===== src/rtl/dsp_op_handshake_adapter.sv =====
// Initiator-side wrapper for fixed-latency, non-stallable DSP operators.
// Operands arrive on a valid/ready stream and are passed straight to the DSP.
// A LATENCY-deep valid pipeline tracks operations in flight. Returning results
// land in a FIFO. Credits are counted over in-flight ops plus buffered entries,
// so a stalled consumer can never cause a result to be dropped.
module dsp_op_handshake_adapter #(
    parameter int OPERAND_W  = 32,
    parameter int RESULT_W   = 32,
    parameter int LATENCY    = 4,
    parameter int FIFO_DEPTH = 8
) (
    input  logic                               clk,
    input  logic                               rst,
    input  logic                               in_valid,
    output logic                               in_ready,
    input  logic [OPERAND_W-1:0]               in_x,
    input  logic [OPERAND_W-1:0]               in_y,
    output logic [OPERAND_W-1:0]               dsp_x_out,
    output logic [OPERAND_W-1:0]               dsp_y_out,
    output logic                               dsp_valid_out,
    input  logic [RESULT_W-1:0]                dsp_result_in,
    output logic                               out_valid,
    input  logic                               out_ready,
    output logic [RESULT_W-1:0]                out_result,
    output logic [$clog2(FIFO_DEPTH+1)-1:0]    occupancy_out
);

    localparam int OCC_W = $clog2(FIFO_DEPTH + 1);
    localparam int PTR_W = (FIFO_DEPTH > 1) ? $clog2(FIFO_DEPTH) : 1;
    localparam logic [OCC_W-1:0] DEPTH_C  = OCC_W'(FIFO_DEPTH);
    localparam logic [PTR_W-1:0] LAST_PTR = PTR_W'(FIFO_DEPTH - 1);

    generate
        if (LATENCY < 1) begin : g_bad_latency
            $fatal(1, "dsp_op_handshake_adapter: LATENCY must be >= 1");
        end
        if (FIFO_DEPTH < 1) begin : g_bad_depth
            $fatal(1, "dsp_op_handshake_adapter: FIFO_DEPTH must be >= 1");
        end
    endgenerate

    logic [LATENCY-1:0]  r_vld_sr;
    logic [OCC_W-1:0]    r_occ;
    logic [OCC_W-1:0]    r_cnt;
    logic [PTR_W-1:0]    r_wr_ptr;
    logic [PTR_W-1:0]    r_rd_ptr;
    logic [RESULT_W-1:0] r_mem [FIFO_DEPTH];

    logic w_in_ready;
    logic w_accept;
    logic w_out_valid;
    logic w_pop;
    logic w_wr;

    // in_ready comes only from the registered credit count, never from out_ready.
    assign w_in_ready  = !rst && (r_occ < DEPTH_C);
    assign w_accept    = in_valid && w_in_ready;
    assign w_out_valid = !rst && (r_cnt != '0);
    assign w_pop       = w_out_valid && out_ready;
    assign w_wr        = r_vld_sr[LATENCY-1];

    assign in_ready      = w_in_ready;
    assign dsp_x_out     = in_x;
    assign dsp_y_out     = in_y;
    assign dsp_valid_out = w_accept;
    assign out_valid     = w_out_valid;
    assign out_result    = r_mem[r_rd_ptr];
    assign occupancy_out = rst ? '0 : r_occ;

    // Valid pipeline: bit LATENCY-1 marks the cycle in which dsp_result_in is valid.
    always_ff @(posedge clk) begin
        if (rst) begin
            r_vld_sr <= '0;
        end else begin
            r_vld_sr[0] <= w_accept;
            for (int i = 1; i < LATENCY; i++) begin
                r_vld_sr[i] <= r_vld_sr[i-1];
            end
        end
    end

    // Credit counter over in-flight ops plus buffered results.
    always_ff @(posedge clk) begin
        if (rst) begin
            r_occ <= '0;
        end else begin
            case ({w_accept, w_pop})
                2'b10:   r_occ <= r_occ + OCC_W'(1);
                2'b01:   r_occ <= r_occ - OCC_W'(1);
                default: r_occ <= r_occ;
            endcase
        end
    end

    // FIFO pointers and fill count; the pointers wrap at FIFO_DEPTH, so any depth works.
    always_ff @(posedge clk) begin
        if (rst) begin
            r_wr_ptr <= '0;
            r_rd_ptr <= '0;
            r_cnt    <= '0;
        end else begin
            if (w_wr) begin
                r_wr_ptr <= (r_wr_ptr == LAST_PTR) ? '0 : r_wr_ptr + PTR_W'(1);
            end
            if (w_pop) begin
                r_rd_ptr <= (r_rd_ptr == LAST_PTR) ? '0 : r_rd_ptr + PTR_W'(1);
            end
            case ({w_wr, w_pop})
                2'b10:   r_cnt <= r_cnt + OCC_W'(1);
                2'b01:   r_cnt <= r_cnt - OCC_W'(1);
                default: r_cnt <= r_cnt;
            endcase
        end
    end

    // FIFO storage is data only and is left unreset; out_result is meaningless while empty.
    always_ff @(posedge clk) begin
        if (w_wr) begin
            r_mem[r_wr_ptr] <= dsp_result_in;
        end
    end

    // Guards: the credit scheme must keep the FIFO from overflowing, and control inputs must be known.
    always_ff @(posedge clk) begin
        if (!rst) begin
            assert (!$isunknown(in_valid));
            assert (!$isunknown(out_ready));
            assert (!(w_wr && (r_cnt == DEPTH_C) && !w_pop));
        end
    end

endmodule


===== config.mk =====
export PLATFORM = sky130hd
export DESIGN_NAME = dsp_op_handshake_adapter
export DESIGN_NICKNAME = d
export VERILOG_FILES = /design/src/rtl/dsp_op_handshake_adapter.sv
export SDC_FILE = /design/constraint.sdc
export NUM_CORES = 1
export LEC_CHECK = 0
export CORE_AREA = 2 2 149 151
export DETAILED_ROUTE_END_ITERATION = 8
export DIE_AREA = 0 0 151 153
export PLACE_DENSITY_LB_ADDON = 0.12
export SLEW_MARGIN = 10
export SYNTH_ARGS = -nofsm -noshare
export SYNTH_HDL_FRONTEND = slang
export SYNTH_SLANG_ARGS = --single-unit

===== constraint.sdc =====
create_clock -name clk -period 3.97 [get_ports clk]
set_input_delay 0.794 -clock clk [delete_from_list [all_inputs] [get_ports clk]]
set_output_delay 0.794 -clock clk [all_outputs]
set_load 0.05 [all_outputs]

Yosys cells after proc, flatten, opt, wreduce, memory -nomap -nowiden
Memory sizes are Yosys's and may differ from the RTL's. A register that Yosys moved wholly into a read port is not among the register bits.
Index checks and enable logic that the tools add are counted.
{"block": "word_totals", "reg_bits": 18, "ramBits": 256, "inputBits": 100, "output_inout_bits": 103, "elab_cells": 36, "n_memories": 1}
{"block": "classes", "n_addsub": 6, "magnitude_cmp": 1, "n_eq_ne": 6, "n_mux": 9, "reduce_logical": 8}
{"memory": "r_mem", "words": 8, "word_bits": 32, "read_ports": 1, "rd_ports_with_merged_regs": 1, "wr": 1, "line_no": "47", "rtl": "logic [RESULT_W-1:0] r_mem [FIFO_DEPTH];"}
{"op": "$pmux 4 s2", "n": 2}
{"op": "$mux 3", "n": 4}
{"op": "$add 4x1->4 const B", "n": 2}
{"op": "$sub 4x1->4 const B", "n": 2}
{"op": "$add 3x1->3 const B", "n": 2}
{"op": "$eq 3x3->1 const B", "n": 2}
{"op": "$eq 2x1->1 const B", "n": 2}
{"op": "$eq 2x2->1 const B", "n": 2}
{"op": "$logic_and 1x1->1", "n": 4}
{"op": "$lt 4x4->1 const B", "n": 1}
{"op": "$mux 4", "n": 1}
{"op": "$reduce_bool 2->1", "n": 2}
{"op": "$reduce_bool 4->1", "n": 1}
{"op": "$mux 1", "n": 2}
{"op": "$logic_not 1->1", "n": 1}

Logic depth before layout (Yosys ltp)
Gate-level depths: netlist (run 1).
{"block": "depth", "depth_word": 5, "ltp_mapped": 10, "mapped_depth_nobuf": 9}

Least setup slack after synthesis (run 1)
No wires, ideal clock.
{"block": "synth_path", "path_kind": "input -> register", "startpoint": "input port rst", "endpoint": "register r_occ[3]", "setup_ns": 0.121, "arrival_ns": 3.202, "t_required_ns": 3.849, "path_slack_ns": 0.647, "stages": 9, "path_buffers": 2, "cell_sequence": "clkbuf_1 nor2_1 nand2_1 ha_1 clkbuf_1 nor4b_1 o21ai_0 o31ai_1 mux2_2"}
{"block": "synth_between", "elab_chain_cells": 5, "elab_cells_between_ends": 9, "classes_between": "eq/ne (2); mux (1); reduce/logical (6)"}
{"element": "start: declaration", "line_no": "13", "rtl": "input logic rst,"}
{"element": "$logic_not 1->1 *"}
{"element": "$logic_and 1x1->1 *", "line_no": "56", "rtl": "assign w_in_ready = !rst && (r_occ < DEPTH_C);"}
{"element": "via in_ready", "line_no": "15", "rtl": "output logic in_ready,"}
{"element": "$logic_and 1x1->1 *", "line_no": "57", "rtl": "assign w_accept = in_valid && w_in_ready;"}
{"element": "$eq 2x1->1 or $eq 2x2->1 (tied branches)", "line_no": "87", "rtl": "case ({w_accept, w_pop})"}
{"element": "$pmux 4 s2 or $reduce_bool 2->1 (tied branches)"}
{"element": "end signal: assignment", "line_no": "88", "rtl": "2'b10: r_occ <= r_occ + OCC_W'(1);"}
{"element": "end signal: assignment", "line_no": "89", "rtl": "2'b01: r_occ <= r_occ - OCC_W'(1);"}
{"element": "end signal: assignment", "line_no": "90", "rtl": "default: r_occ <= r_occ;"}
{"element": "end: declaration", "line_no": "43", "rtl": "logic [OCC_W-1:0] r_occ;"}
The timed path passes the listed nets; every way through them passes the cells marked *.
A chain may end at the register's enable or synchronous reset.

==> impl_metrics.yaml, run 1 <==
run_status:
  run_status: "finished clean"
cts:
  cts_tree: "done"
  clockRootBuffer: "clkbuf_16"
  clk_pin_slew_ps: 60
  clockBufferDepth: 3
  cts_hold_repair.buffers: 0
  cts.htree.levels: 1
  cts.sinks: 277
  numCtsBuffers: 27
  post_cts_resized: 0
  postCtsSetupBuffers: 0
  clk_latency_ps: 530
floorplanning:
  floorplan.initialDensity_pct: 52.5
  rows: 54
  die_h_um: 153
  coreArea_um2: 21500
  die_width_um: 151
  io-pin-count: 203
  die_area_um2: 23100
synthesis:
  yosysWarnings: 0
  syn_avg_cell_area_um2: 20.5
  ys_types: 33
  ys_seq_area_share_pct: 71.9
  syn_area_um2: 11300
  synthCells: 550
  syn_nets: 660
  synth_seq_cells: 277
global_routing:
  first_global_vias: 5408
  grt_util_all_layers_pct: 18.0
  overflow: 0
  grt_pass1_wl_um: 31200
  grt_max_degree: 41
  antenna_found_initial: 0
placement:
  hpwl_um: 11900
  place_area_um2: 12000
  dpl_worst_slack_ps: 352
  port_buffers: 74
  gp_congestion: 0.775
finish:
  final_area_um2: 12900
  insertedDiodeCount: 0
  nets: 694
  drive_gt1_share_pct: 21.6
  area_growth_pct: 14.3
  final_common_cell: "edfxtp_1"
  final_cell_mix: "256 x edfxtp_1, 73 x clkdlybuf4s50_1, 40 x mux4_1"
power:
  powerDensity_nw_per_um2: 461
  pwr-share-seq_pct: 53.9
  p_sw_w: 0.00115
  swShare_pct: 19.4
  p_clk_share_pct: 42.9
  p_comb_share_pct: 3.2
  ir_drop_uv: 302
  p_int_w: 0.00479
  p_leak_nw: 4.15
  total_power_w: 0.00594
worst_setup_path:
  critPathKind: "reg -> out"
  rrSetupSlack_ps: 1430
  crit_path_end_kind: "primary output"
  crit_fanout: 24
  worstSetupStartpointType: "register"
  worstPathRequired_ps: 3180
  arrival_ps: 3040
drt:
  first_iter_violations: 321
  ant_nets: 0
  detail_route.wl_per_cell_um: 23.3
  dr.pass1.iters: 4
  routed.top_layer: "met4"
  drcViolationCount: 0
  wl_met1_um: 8290
  viasPerCell: 5.77
  vias: 5097
  route.met2.wl_um: 10400
  routed_wl_um: 20500
  wl_met3_um: 1430
timing:
  setup_viol: 0
  finClkSkew_ps: 9.51
  tightestPinTransition_ps: 923
  slew_viol_final: 0
  finalCritPeriodShare_pct: 96.6
  fin_ws_ps: 137
  finalHoldViolations: 0
  min_period_ps: 3830
  setup-tns-final_ps: 0
  timing.fmax_ghz: 0.261
  rsz0062_at_grt: "no"
  whs_ps: 439
  slew_headroom_pct: 38.1
min_path:
  hp-class: "reg -> reg"
run:
  cap_violations: 0
-- kinds of logic after synthesis --
logic type	share of synthesized area (%)
flops	71.9
simple gates	2.41
xor+xnor	0.466
compound gates	0.776
fa+ha+maj	1.11
buf+inv	5.53
mux	17.9
-- metal layers --
layer,vias up,GRT usage (%)
li1,2235,-
met1,2617,23.7
met2,187,30.3
met3,58,4.39
met4,0,4.54
met5,-,0
-- worst max-delay path, cell delays in order, from the launching register on --
cell and delay (ps):
dfxtp_4 620, buf_12 270, mux4_1 590, mux2_2 290, clkdlybuf4s50_1 730
-- state kept, by name, indices dropped and copies added, names as in the netlist, named ones only --
| signal | cells |
|---|---|
| r_occ | 4 |
| r_rd_ptr | 3 |
| r_mem | 256 |
| r_vld_sr | 4 |
| r_wr_ptr | 3 |
| r_cnt | 4 |
-- per-stage QoR --
| step | utilization (%) | instances |
|---|---|---|
| 2_1_floorplan | - | 550 |
| 3_3_place_gp | 55.8 | 835 |
| 3_5_place_dp | 55.8 | 835 |
| 4_1_cts | 60.0 | 883 |
| 5_1_grt | 60.0 | 883 |
| 6_report | 60.0 | 883 |
-- synthesized netlist by cell type --
cell type	count	area share, %
mux4_1	40	9.3
buf_1	7	0.23
xor2_1	6	0.47
o21ai_0	6	0.27
mux2i_1	4	0.35
nor2b_1	9	0.50
o22ai_1	1	0.055
dfxtp_1	21	3.7
nand3b_1	1	0.067
nand2b_1	6	0.33
inv_1	3	0.10
buf_6	7	0.70
nor4bb_1	1	0.089
o31ai_1	1	0.067
nor3b_2	1	0.11
buf_4	64	4.3
clkbuf_1	6	0.20
nor3_1	2	0.089
nor4b_1	1	0.078
or3_1	1	0.055
nor2_1	20	0.67
buf_2	1	0.044
a21oi_1	5	0.22
mux2_2	34	3.4
mux4_2	24	4.8
ha_1	10	1.1
edfxtp_1	256	68
a22o_1	1	0.078
or4_1	1	0.067
nor3b_1	1	0.067
nand2_1	7	0.23
a32o_1	1	0.089
nor4_1	1	0.055
-- cell type report --
class,instances,area [µm²]
clock buffers,33,772
clock inverters,15,134
fillers,1550,8590
inverters,3,11.3
multi-input cells,185,2610
flip-flops and latches,277,8110
well taps,280,350
repair buffers,90,908
-- final timing paths --
| path | from | to | cells after the start |
|---|---|---|---|
| setup / recovery | register | out_result[9] | 4 |
| hold / removal | r_vld_sr[2]$_SDFF_PP0_ | r_vld_sr[3]$_SDFF_PP0_ | 1 |
| setup reg to reg | r_cnt[1]$_SDFFE_PP0P_ | r_occ[3]$_SDFFE_PP0P_ | 7 |
| hold reg to reg | r_vld_sr[2]$_SDFF_PP0_ | r_vld_sr[3]$_SDFF_PP0_ | 1 |
-- power groups by stage --
stage	sequential [W]	combinational, W	clock [W]
4_1_cts	0.00320	0.000192	0.00261
6_report	0.00320	0.000190	0.00255
3_3_place_gp	0.00326	0.000184	0
2_1_floorplan	0.00326	0.000272	0
5_1_grt	0.00320	0.000202	0.00272
3_5_place_dp	0.00326	0.000191	0
(Power assumes the default switching activity.)
==> run 2, diff against run 1 <==
==> constraint.sdc (replaced) <==
create_clock -name clk -period 3.97 [get_ports clk]
set_input_delay 0.794 -clock clk [delete_from_list [all_inputs] [get_ports clk]]
set_output_delay 0.794 -clock clk [all_outputs]
set_load 0.1 [all_outputs]
==> impl_metrics.yaml, run 2 (same netlist as run 1, synthesis figures left out) <==
run_status:
  run_status: "finished clean"
finish:
  finalNonFillerCells: 887
  final_cell_mix: "256 x edfxtp_1, 53 x buf_4, 40 x mux4_1"
  nets: 695
  largest_register_ffs: 256
  largest_register: "r_mem"
  fill_cells: 1551
  drive_gt1_share_pct: 28.2
  insertedDiodeCount: 0
  area_growth_pct: 13.4
  final_common_cell: "edfxtp_1"
  final_area_um2: 12800
power:
  ir_drop_uv: 304
  powerDensity_nw_per_um2: 469
  total_power_w: 0.00601
  p_leak_nw: 4.20
timing:
  setup_viol: 0
  rsz0062_at_grt: "no"
  tightestPinTransition_ps: 912
  setup-tns-final_ps: 0
  min_period_ps: 3420
  slew_headroom_pct: 39.0
  fin_ws_ps: 548
  finClkSkew_ps: 9.40
  timing.fmax_ghz: 0.292
  finalCritPeriodShare_pct: 86.2
  finalHoldViolations: 0
  slew_viol_final: 0
floorplanning:
  rows: 54
  die_area_um2: 23100
  die_width_um: 151
  coreArea_um2: 21500
  io-pin-count: 203
  die_h_um: 153
  floorplan.initialDensity_pct: 52.5
worst_setup_path:
  crit_fanout: 26
  cpPeakStageDelay_ps: 680
  worstPathRequired_ps: 3180
  path_buf_inv: 2
  arrival_ps: 2630
  crit_path_end_kind: "primary output"
  crit_chain: "buf_4 -> mux4_1 -> mux2_2 -> buf_4"
  cpMostUsedCell: "buf_4"
  critPathKind: "reg -> out"
  path_delay_family: "multiplexers"
  worstSetupStartpointType: "register"
  critPathSlowestCell: "dfxtp_4"
cts:
  clk_pin_slew_ps: 60
  cts_tree: "done"
  post_cts_resized: 0
  clockBufferDepth: 3
  cts_hold_repair.buffers: 0
  clockRootBuffer: "clkbuf_16"
  cts.sinks: 277
  cts.htree.levels: 1
  clk_latency_ps: 520
  numCtsBuffers: 28
  postCtsSetupBuffers: 0
drt:
  ant_nets: 0
  routed_wl_um: 20200
  detail_route.wl_per_cell_um: 22.8
  first_iter_violations: 360
  drcViolationCount: 0
  dr.pass1.iters: 4
  viasPerCell: 5.66
  vias: 5019
global_routing:
  first_global_vias: 5363
  grt_max_degree: 39
  antenna_found_initial: 0
  grt_util_all_layers_pct: 17.6
  grt_pass1_wl_um: 30700
  overflow: 0
placement:
  hpwl_um: 11500
  gp_congestion: 0.765
  port_buffers: 74
  dpl_worst_slack_ps: 705
  place_area_um2: 11900
  dp_cells: 835
min_path:
  hp-class: "reg -> reg"
run:
  cap_violations: 0
-- run 2: changes by cell type in the layout (fill, tap and decap cells not counted) --
cell             previous run  this run
inv_6                       1         0
buf_4                      13        53
inv_4                       0         1
clkinv_1                    3         1
clkbuf_8                    1         4
nor2_1                     14        13
buf_12                      4         2
clkinv_2                    6         7
clkdlybuf4s50_1            73        35
clkinv_4                    1         0
clkbuf_16                  30        29
clkbuf_1                    2         6
nor2_2                      0         1
-- run 2: metrics by stage --
stage	hold slack [ps]	util, %
after floorplan	414	-
after global placement	425	55.3
after detailed placement	429	55.3
after CTS	449	59.6
after global routing	461	59.6
final	445	59.6
-- run 2: report_power, final --
part	leakage, nW	total [W]	internal [W]	switching, W
clock network	0.455	0.00258	0.00154	0.00104
registers	2.47	0.00320	0.00319	0.00000959
logic	1.27	0.000225	0.0000828	0.000142
total	4.20	0.00601	0.00481	0.00119
-- run 2: final timing paths --
| kind | to | depth (start not counted) | slack [ps] | from |
|---|---|---|---|---|
| min reg2reg | r_vld_sr[2]$_SDFF_PP0_ | 1 | 450 | r_vld_sr[1]$_SDFF_PP0_ |
| max reg2reg | r_occ[2]$_SDFFE_PP0P_ | 9 | 1390 | r_cnt[1]$_SDFFE_PP0P_ |
| min | r_vld_sr[2]$_SDFF_PP0_ | 1 | 450 | r_vld_sr[1]$_SDFF_PP0_ |
| max | out_result[22] | 4 | 550 | register |
-- run 2: cell type report --
type,instances,area [µm²],share of cell area (%)
Tap cell,280,350,2.74
Sequential cell,277,8110,63.4
Clock buffer,39,803,6.28
Clock inverter,13,120,0.939
Multi-Input combinational cell,185,2610,20.4
Timing Repair Buffer,90,788,6.16
Inverter,3,11.3,0.0880
-- run 2: routing by layer --
layer	up-vias	wire length, µm	GRT usage [%]
met2	147	10100	29.5
met1	2571	8640	23.7
met4	2	298	3.56
met5	-	29	0.870
met3	51	1100	4.36
li1	2248	-	-
